`src/rtl/risc_v_mike_mmio_uart.sv`:
```
// risc_v_mike_mmio_uart
//   Memory-mapped UART responder sitting at the MMIO end of the core data bus.
//   Decodes a 4-word register window, buffers TX bytes in a small FIFO and
//   serialises them as 8N1, and deserialises 8N1 RX frames into a holding
//   register with ready/overrun/frame-error flags.
//
// Ports
//   clk                    system clock
//   rst                    synchronous reset, active-high
//   data_mmio_addr         byte address from the core bus
//   data_mmio_wr_addr_val  single-cycle write strobe qualified by data_mmio_addr
//   data_mmio_wr_data      write data ([7:0] plus control bits)
//   data_mmio_rd_data      combinational read data for data_mmio_addr
//   rx                     asynchronous serial input, idle high
//   tx                     registered serial output, idle high
//
// Register window (offset from MMIO_BASE)
//   0x0 RX_CTRL  rd {ferr, overrun, ready}     wr [0] pop, [1] clr ovr, [2] clr ferr
//   0x4 RX_DATA  rd {24'b0, rx_byte}
//   0x8 TX_CTRL  rd {drop, idle, not_full}     wr [2] clr drop
//   0xC TX_DATA  wr push byte (dropped and flagged when full), rd 0

module risc_v_mike_mmio_uart #(
   parameter int unsigned CLKS_PER_BIT  = 434,
   parameter int unsigned TX_FIFO_DEPTH = 4,
   parameter logic [31:0] MMIO_BASE     = 32'hFFFF0000
) (
   input  logic        clk,
   input  logic        rst,
   input  logic [31:0] data_mmio_addr,
   input  logic        data_mmio_wr_addr_val,
   input  logic [31:0] data_mmio_wr_data,
   output logic [31:0] data_mmio_rd_data,
   input  logic        rx,
   output logic        tx
);

   localparam int unsigned PtrW = $clog2(TX_FIFO_DEPTH);
   localparam int unsigned CntW = $clog2(CLKS_PER_BIT);
   localparam logic [CntW-1:0] BitLast  = CntW'(CLKS_PER_BIT - 1);
   localparam logic [CntW-1:0] HalfLast = CntW'(CLKS_PER_BIT / 2 - 1);

   // ---------------------------------------------------------------- decode
   logic       hit;
   logic [1:0] offset;
   logic       wr_en;
   logic       rx_pop, rx_ovr_clr, rx_ferr_clr, tx_drop_clr, tx_wr;

   assign hit    = (data_mmio_addr[31:4] == MMIO_BASE[31:4]);
   assign offset = data_mmio_addr[3:2];
   assign wr_en  = hit & data_mmio_wr_addr_val;

   assign rx_pop      = wr_en && (offset == 2'd0) && data_mmio_wr_data[0];
   assign rx_ovr_clr  = wr_en && (offset == 2'd0) && data_mmio_wr_data[1];
   assign rx_ferr_clr = wr_en && (offset == 2'd0) && data_mmio_wr_data[2];
   assign tx_drop_clr = wr_en && (offset == 2'd2) && data_mmio_wr_data[2];
   assign tx_wr       = wr_en && (offset == 2'd3);

   logic unused_bits;
   assign unused_bits = ^{data_mmio_addr[1:0], data_mmio_wr_data[31:8]};

   // ---------------------------------------------------------------- TX FIFO
   // Pointers carry one extra wrap bit so full and empty are distinguishable.
   logic [7:0]    fifo_mem [TX_FIFO_DEPTH];
   logic [PtrW:0] wr_ptr_q, rd_ptr_q;
   logic          fifo_empty, fifo_full;
   logic          fifo_push, fifo_pop, tx_drop_set;

   assign fifo_empty = (wr_ptr_q == rd_ptr_q);
   assign fifo_full  = (wr_ptr_q[PtrW] != rd_ptr_q[PtrW]) &&
                       (wr_ptr_q[PtrW-1:0] == rd_ptr_q[PtrW-1:0]);

   // Full is judged before any same-cycle pop, so a write to a full FIFO drops.
   assign fifo_push   = tx_wr && !fifo_full;
   assign tx_drop_set = tx_wr && fifo_full;

   always_ff @(posedge clk) begin
      if (fifo_push) begin
         fifo_mem[wr_ptr_q[PtrW-1:0]] <= data_mmio_wr_data[7:0];
      end
   end

   always_ff @(posedge clk) begin
      if (rst) begin
         wr_ptr_q <= '0;
         rd_ptr_q <= '0;
      end else begin
         if (fifo_push) wr_ptr_q <= wr_ptr_q + 1'b1;
         if (fifo_pop)  rd_ptr_q <= rd_ptr_q + 1'b1;
      end
   end

   // ---------------------------------------------------------------- TX FSM
   typedef enum logic [1:0] {TxIdle, TxStart, TxData, TxStop} tx_state_e;

   tx_state_e       tx_state_q;
   logic [CntW-1:0] tx_cnt_q;
   logic [2:0]      tx_bit_q;
   logic [7:0]      tx_shift_q;
   logic            tx_q;
   logic            tx_drop_q;
   logic            tx_idle;

   // Pop from IDLE, or at the last cycle of STOP for gap-free back-to-back frames.
   assign fifo_pop = !fifo_empty &&
                     ((tx_state_q == TxIdle) ||
                      ((tx_state_q == TxStop) && (tx_cnt_q == BitLast)));

   assign tx_idle = fifo_empty && (tx_state_q == TxIdle);
   assign tx      = tx_q;

   always_ff @(posedge clk) begin
      if (rst) begin
         tx_state_q <= TxIdle;
         tx_cnt_q   <= '0;
         tx_bit_q   <= '0;
         tx_shift_q <= '0;
         tx_q       <= 1'b1;
      end else begin
         // Line level follows the state one cycle late, giving the push-to-fall
         // latency of two edges.
         unique case (tx_state_q)
            TxStart: tx_q <= 1'b0;
            TxData:  tx_q <= tx_shift_q[0];
            default: tx_q <= 1'b1;
         endcase

         unique case (tx_state_q)
            TxIdle: begin
               if (fifo_pop) begin
                  tx_shift_q <= fifo_mem[rd_ptr_q[PtrW-1:0]];
                  tx_cnt_q   <= '0;
                  tx_state_q <= TxStart;
               end
            end
            TxStart: begin
               if (tx_cnt_q == BitLast) begin
                  tx_cnt_q   <= '0;
                  tx_bit_q   <= '0;
                  tx_state_q <= TxData;
               end else begin
                  tx_cnt_q <= tx_cnt_q + 1'b1;
               end
            end
            TxData: begin
               if (tx_cnt_q == BitLast) begin
                  tx_cnt_q   <= '0;
                  tx_shift_q <= {1'b0, tx_shift_q[7:1]};
                  if (tx_bit_q == 3'd7) tx_state_q <= TxStop;
                  else                  tx_bit_q   <= tx_bit_q + 1'b1;
               end else begin
                  tx_cnt_q <= tx_cnt_q + 1'b1;
               end
            end
            TxStop: begin
               if (tx_cnt_q == BitLast) begin
                  tx_cnt_q <= '0;
                  if (fifo_pop) begin
                     tx_shift_q <= fifo_mem[rd_ptr_q[PtrW-1:0]];
                     tx_state_q <= TxStart;
                  end else begin
                     tx_state_q <= TxIdle;
                  end
               end else begin
                  tx_cnt_q <= tx_cnt_q + 1'b1;
               end
            end
            default: tx_state_q <= TxIdle;
         endcase
      end
   end

   // Set wins over a same-cycle clear.
   always_ff @(posedge clk) begin
      if (rst) begin
         tx_drop_q <= 1'b0;
      end else begin
         if (tx_drop_clr) tx_drop_q <= 1'b0;
         if (tx_drop_set) tx_drop_q <= 1'b1;
      end
   end

   // ---------------------------------------------------------------- RX path
   typedef enum logic [1:0] {RxIdle, RxStart, RxData, RxStop} rx_state_e;

   logic            rx_s1_q, rx_s2_q, rx_s3_q;
   rx_state_e       rx_state_q;
   logic [CntW-1:0] rx_cnt_q;
   logic [2:0]      rx_bit_q;
   logic [7:0]      rx_shift_q;
   logic            rx_fall;
   logic            rx_stop_done, rx_commit, rx_ferr_set;

   // rx_s3_q only serves falling-edge detection on the synchronised line.
   assign rx_fall      = rx_s3_q & ~rx_s2_q;
   assign rx_stop_done = (rx_state_q == RxStop) && (rx_cnt_q == BitLast);
   assign rx_commit    = rx_stop_done & rx_s2_q;
   assign rx_ferr_set  = rx_stop_done & ~rx_s2_q;

   always_ff @(posedge clk) begin
      if (rst) begin
         rx_s1_q    <= 1'b1;
         rx_s2_q    <= 1'b1;
         rx_s3_q    <= 1'b1;
         rx_state_q <= RxIdle;
         rx_cnt_q   <= '0;
         rx_bit_q   <= '0;
         rx_shift_q <= '0;
      end else begin
         rx_s1_q <= rx;
         rx_s2_q <= rx_s1_q;
         rx_s3_q <= rx_s2_q;

         unique case (rx_state_q)
            RxIdle: begin
               if (rx_fall) begin
                  rx_cnt_q   <= '0;
                  rx_state_q <= RxStart;
               end
            end
            RxStart: begin
               // Mid-start sample; a high line here means the edge was a glitch.
               if (rx_cnt_q == HalfLast) begin
                  rx_cnt_q   <= '0;
                  rx_bit_q   <= '0;
                  rx_state_q <= rx_s2_q ? RxIdle : RxData;
               end else begin
                  rx_cnt_q <= rx_cnt_q + 1'b1;
               end
            end
            RxData: begin
               if (rx_cnt_q == BitLast) begin
                  rx_cnt_q   <= '0;
                  rx_shift_q <= {rx_s2_q, rx_shift_q[7:1]};
                  if (rx_bit_q == 3'd7) rx_state_q <= RxStop;
                  else                  rx_bit_q   <= rx_bit_q + 1'b1;
               end else begin
                  rx_cnt_q <= rx_cnt_q + 1'b1;
               end
            end
            RxStop: begin
               if (rx_cnt_q == BitLast) begin
                  rx_cnt_q   <= '0;
                  rx_state_q <= RxIdle;
               end else begin
                  rx_cnt_q <= rx_cnt_q + 1'b1;
               end
            end
            default: rx_state_q <= RxIdle;
         endcase
      end
   end

   // ---------------------------------------------------------------- RX flags
   logic       rx_ready_q, rx_ovr_q, rx_ferr_q;
   logic [7:0] rx_byte_q;

   always_ff @(posedge clk) begin
      if (rst) begin
         rx_ready_q <= 1'b0;
         rx_ovr_q   <= 1'b0;
         rx_ferr_q  <= 1'b0;
         rx_byte_q  <= '0;
      end else begin
         // Clears first so a same-cycle set takes priority.
         if (rx_pop)      rx_ready_q <= 1'b0;
         if (rx_ovr_clr)  rx_ovr_q   <= 1'b0;
         if (rx_ferr_clr) rx_ferr_q  <= 1'b0;
         if (rx_commit) begin
            // A pop in the commit cycle frees the holding register for the new byte.
            if (!rx_ready_q || rx_pop) begin
               rx_byte_q  <= rx_shift_q;
               rx_ready_q <= 1'b1;
            end else begin
               rx_ovr_q <= 1'b1;
            end
         end
         if (rx_ferr_set) rx_ferr_q <= 1'b1;
      end
   end

   // ---------------------------------------------------------------- read mux
   always_comb begin
      data_mmio_rd_data = '0;
      if (hit) begin
         case (offset)
            2'd0:    data_mmio_rd_data = {29'b0, rx_ferr_q, rx_ovr_q, rx_ready_q};
            2'd1:    data_mmio_rd_data = {24'b0, rx_byte_q};
            2'd2:    data_mmio_rd_data = {29'b0, tx_drop_q, tx_idle, !fifo_full};
            default: data_mmio_rd_data = '0;
         endcase
      end
   end

endmodule

```
`config.mk`:
```
export PLATFORM = sky130hd
export DESIGN_NAME = risc_v_mike_mmio_uart
export DESIGN_NICKNAME = d
export VERILOG_FILES = /design/src/rtl/risc_v_mike_mmio_uart.sv
export SDC_FILE = /design/constraint.sdc
export NUM_CORES = 1
export LEC_CHECK = 0
export CAP_MARGIN = 20
export CORE_UTILIZATION = 56
export CTS_BUF_LIST = sky130_fd_sc_hd__clkbuf_16
export CTS_CLUSTER_SIZE = 30
export DETAILED_ROUTE_END_ITERATION = 10
export PLACE_DENSITY = 0.91
export SETUP_SLACK_MARGIN = 0.15
export SLEW_MARGIN = 5
export SYNTH_ARGS = -nofsm -noshare
export SYNTH_HDL_FRONTEND = slang
export SYNTH_SLANG_ARGS = --single-unit
```
`constraint.sdc`:
```
create_clock -name clk -period 5.4 [get_ports clk]
set_clock_uncertainty 0.05 [all_clocks]
set_input_delay 1.08 -clock clk [delete_from_list [all_inputs] [get_ports clk]]
set_output_delay 1.08 -clock clk [all_outputs]
set_load 0.03 [all_outputs]
```
After elaboration in Yosys (flattened, before gate mapping)
Memories as Yosys holds them, arrays and structs flattened. A register that Yosys moved wholly into a read port is not among the register bits.
Cells that the tools add are included.
Widths: inputs -> output; s select.
{"block": "word_totals", "reg_bits": 66, "mem_bits_rw": 32, "in_bits": 68, "output_inout_bits": 33, "wordCells": 147, "n_memories": 1}
{"block": "classes", "addsub": 6, "n_eq_ne": 30, "mux": 50, "n_bitwise": 5, "reduce_logical": 36}
{"memory": "fifo_mem", "words": 4, "word_bits": 8, "read_ports": 1, "rd_ports_with_merged_regs": 1, "wr": 1, "line": "64", "source": "logic [7:0] fifo_mem [TX_FIFO_DEPTH];"}
{"cell": "$pmux 8 s3", "count": 2}
{"cell": "$mux 9", "count": 5}
{"cell": "$mux 8", "count": 4}
{"cell": "$eq 28x28->1 const B", "count": 1}
{"cell": "$pmux 9 s3", "count": 1}
{"cell": "$mux 2", "count": 13}
{"cell": "$ne 2x2->1 const B", "count": 10}
{"cell": "$add 9x1->9 const B", "count": 2}
{"cell": "$eq 9x9->1 const B", "count": 2}
{"cell": "$mux 3", "count": 6}
{"cell": "$pmux 9 s2", "count": 1}
{"cell": "$pmux 2 s4", "count": 2}
{"cell": "$logic_and 1x1->1", "count": 14}
{"cell": "$mux 1", "count": 13}
{"cell": "$add 3x1->3 const B", "count": 4}
{"cell": "$eq 2x2->1 const B", "count": 6}
{"cell": "$pmux 3 s2", "count": 2}
{"cell": "$reduce_and 5->1", "count": 2}
{"cell": "$eq 9x8->1 const B", "count": 1}
{"cell": "$reduce_and 4->1", "count": 2}
{"cell": "$reduce_bool 2->1", "count": 4}
{"cell": "$eq 2x1->1 const B", "count": 3}
{"cell": "$eq 3x3->1 const B", "count": 2}
{"cell": "$logic_not 2->1", "count": 3}
{"cell": "other kinds (14)", "count": 22}

Depth between registers and ports, before layout
{"block": "depth", "depth_word": 7, "ltp_mapped": 9, "depth_no_buf": 7}

Worst setup path after synthesis
Ideal clock, no wire load.
{"block": "synth_timing", "kind": "input to output", "startpoint": "in data_mmio_addr[13]", "endpoint": "out data_mmio_rd_data[3]", "arrival_ns": 2.725, "required_ns": 4.270, "setup_slack_ns": 1.545, "stages": 5, "n_path_buf": 0, "path_cell_list": "or4b_1 nor4_2 nand2_2 nor3b_2 and2_1"}
{"block": "synth_between", "elab_chain_cells": 2}
{"item": "from (decl)", "line": "30", "source": "input logic [31:0] data_mmio_addr,"}
{"item": "$eq 28x28->1", "line": "49", "source": "assign hit = (data_mmio_addr[31:4] == MMIO_BASE[31:4]);"}
{"item": "$mux 8", "line": "285", "source": "if (hit) begin"}
{"item": "to (decl)", "line": "33", "source": "output logic [31:0] data_mmio_rd_data,"}
No other way between the ends.

Final worst setup path
{"block": "layout_timing", "startpoint": "in data_mmio_addr[13]", "endpoint": "out data_mmio_rd_data[6]"}
Same word-level chain as after synthesis.

==> impl_metrics.yaml <==
detailed_routing:
  routed_wire_length_per_instance_um: 17.6
  vias_per_cell: 6.07
  finalWirelength_um: 10900
  drcViolationCount: 0
  detail_route.iter0.violations: 289
  ant_nets: 0
  detail_route.first_pass.iterations: 5
  route.vias.total: 3769
setup_path:
  worst_r2r_startpoint: "tx_state_q[0]"
  crit_required_ns: 4.27
  rrSetupSlack_ns: 2.85
  worstSetupStartpointType: "primary input"
  crit_path_end_kind: "output pin"
  reg2reg_to: "tx_shift_q[7]"
  crit_type: "in -> out"
  depth_of_the_worst_register_to_register_path: 7
  crit_path_max_fanout: 9
  crit_path_dat_ns: 3.81
timing:
  grt_setup_unrepaired: "false"
  max_slew.worst_pin.slew_ns: 0.654
  final_hold_violating_endpoints: 0
  final_period_minus_worst_setup_slack_ns: 4.94
  fin_worst_hold_slack_ns: 0.369
  slew_headroom_pct: 56.4
  finalWorstSetupSlack_ns: 0.458
  min_period_over_period_pct: 91.5
  setup_viol: 0
  fin_setup_tns_ns: 0
  slew_violations: 0
  fmaxAchievable_ghz: 0.202
place:
  place.gp.congestion: 0.785
  io_buffer_count: 50
  post_detailed_placement_half_perimeter_wirelength_um: 7250
  dpl_worst_slack_ns: 0.484
  placed_cells: 605
synth:
  netlist_area_mm2: 0.00495
  ys.warnings.count: 0
  synthFlopType: "dfxtp_1"
  synth_enable_flop_cells: 32
  syn-instance-count: 471
  synth.ff_latch_count: 100
  distinct_cells_synth: 60
  leading_post_synthesis_cells_by_cell_area: "dfxtp_1 28%, edfxtp_1 19%, mux2i_1 5.7%"
  yosysSeqAreaShare_pct: 46.9
  synth.top_cell.area_share_pct: 27.5
  syn_area_per_cell_um2: 10.5
  synth.largest_area_cell: "dfxtp_1"
  asyncSetResetFlopFracSynth_pct: 0
die:
  initial_core_util_pct: 59.0
  fp.dieArea_mm2: 0.00922
  ioPinCount: 101
  die_height_um: 96.0
  core_mm2: 0.00838
  die_w_um: 96.0
  placement_rows: 33
min_path:
  hold_path_startpoint: "rx_s1_q"
  hold_path_class: "reg -> reg"
  hold-path-endpoint: "rx_s2_q"
  min_path_cells: 1
power:
  total_leakage_power_nw: 2.00
  max-vdd-ir-drop_mv: 0.190
  power_density_over_the_cells_mw_per_mm2: 316
global_route:
  gr-usage-all-layers_pct: 25.5
  first_pass_grt_wire_length_um: 17500
  grt_overflow_total: 0
  grt_max_degree: 63
  grt_antenna_before_repair: 0
  grt_pass1_vias: 3700
layout:
  final_layout_size_suffix_gt1_share_pct: 9.30
  layout-area-overhead-vs-synth_pct: 15.1
  fin_cells: 621
  diodes: 0
  final_nets: 598
  fillers: 563
clocking:
  cts_hold_repair.buffers: 0
  tritoncts: "done"
  post-cts-setup-buffers: 0
  clkTransAtPathRegs_ns: 0.07
  cts.htree.levels: 3
  clock_latency_ns: 0.35
  clk_path_buf_depth: 2
  post_cts_resize_count: 0
  cts_num_sinks: 100
  clockRootBuffer: "clkbuf_16"
  numCtsBuffers: 9
job:
  cap_viol_max_count: 0
status:
  status: "finished, final reports clean"
layer usage:
| metal | up-vias | wire length [µm] | track usage, % |
|---|---|---|---|
| li1 | 1744 | - | - |
| met1 | 1787 | 4160 | 29.4 |
| met2 | 210 | 5600 | 44.7 |
| met3 | 28 | 821 | 4.98 |
| met4 | 0 | 310 | 12.9 |
| met5 | - | 0 | 0 |
worst max-delay path, stage by stage:
cell and delay (ns):
clkdlybuf4s50_1 0.39, or4b_1 0.53, nor4_2 0.42, nand2_2 0.24, nor3b_2 0.31, and2_1 0.17, clkdlybuf4s50_1 0.67
cells by family (layout without fill, tap and decap cells):
family	count (synthesis)	in the layout	synth area share, %
and+or+nand+nor	171	171	19.4
buffers and inverters	57	79	6.40
other	1	24	0.0758
DFF	100	100	46.9
muxes	43	43	10.9
adders and majority gates	19	19	4.80
xor gates and xnor gates	10	10	1.77
AOI/OAI and AO/OA	70	70	9.68
layout by cell type (no fill, tap or decap), drive strengths merged, types with 6 or more instances in the layout:
cell,instances
clkbuf,10
or2,6
o21ai,13
a21oi,23
dfxtp,68
nand3,15
mux2i,28
edfxtp,32
ha,19
nand2,23
inv,16
mux2,7
xnor2,6
a311oi,7
clkdlybuf4s50,49
nor2,45
conb,24
and2,9
nand2b,27
mux4,8
through the flow:
step | area (µm²) | util, % | total power, W
3_3_place_gp | 5410 | 64.5 | 0.00117
4_1_cts | 5690 | 67.9 | 0.00180
3_5_place_dp | 5410 | 64.5 | 0.00118
2_1_floorplan | 5030 | - | 0.00111
6_report | 5690 | 67.9 | 0.00180
5_1_grt | 5690 | 67.9 | 0.00187
cell usage after synthesis, types with 8 or more instances:
cell	number
mux2i_1	28
nand2_1	22
dfxtp_1	68
ha_1	19
buf_4	24
mux4_2	8
edfxtp_1	32
nor2_1	45
clkbuf_1	17
a21oi_1	23
o21ai_0	13
and2_1	9
nand3_1	15
nand2b_1	27
inv_1	11
worst max path at each step:
stage / startpoint / to / slack, ns / depth (start not counted)
global placement: data_mmio_addr[13] / data_mmio_rd_data[3] / 0.52 / 7
finish: data_mmio_addr[13] / data_mmio_rd_data[6] / 0.46 / 7
detailed placement: data_mmio_addr[13] / data_mmio_rd_data[6] / 0.48 / 7
global route: data_mmio_addr[13] / data_mmio_rd_data[6] / 0.34 / 7
floorplan: data_mmio_addr[13] / data_mmio_rd_data[3] / 1.54 / 5
CTS: data_mmio_addr[13] / data_mmio_rd_data[6] / 0.47 / 7
sequential cells by signal, indices dropped and copies added (netlist names), named ones only:
signal / flops
tx_bit_q: 3
tx_cnt_q: 9
rx_shift_q: 8
rx_s3_q: 1
fifo_mem: 32
tx_shift_q: 8
rx_ready_q: 1
rd_ptr_q: 3
rx_bit_q: 3
rx_state_q: 1
rx_byte_q: 8
rx_ovr_q: 1
tx_drop_q: 1
tx: 1
wr_ptr_q: 3
rx_cnt_q: 9
tx_state_q: 2
rx_s1_q: 1
rx_ferr_q: 1
rx_s2_q: 1
cell type report:
class | instances | area, µm² | area share (%)
Inverter | 11 | 41.3 | 0.725
Clock buffer | 10 | 250 | 4.39
Tap cell | 105 | 131 | 2.31
Multi-Input combinational cell | 337 | 2400 | 42.2
Sequential cell | 100 | 2320 | 40.8
Clock inverter | 6 | 36.3 | 0.637
Timing Repair Buffer | 52 | 510 | 8.97
power by group:
part | switching, W | total [W] | internal, W
clock network | 0.000281 | 0.000620 | 0.000340
registers | 0.0000372 | 0.000841 | 0.000804
logic | 0.000190 | 0.000339 | 0.000149
(Power assumes the default switching activity.)
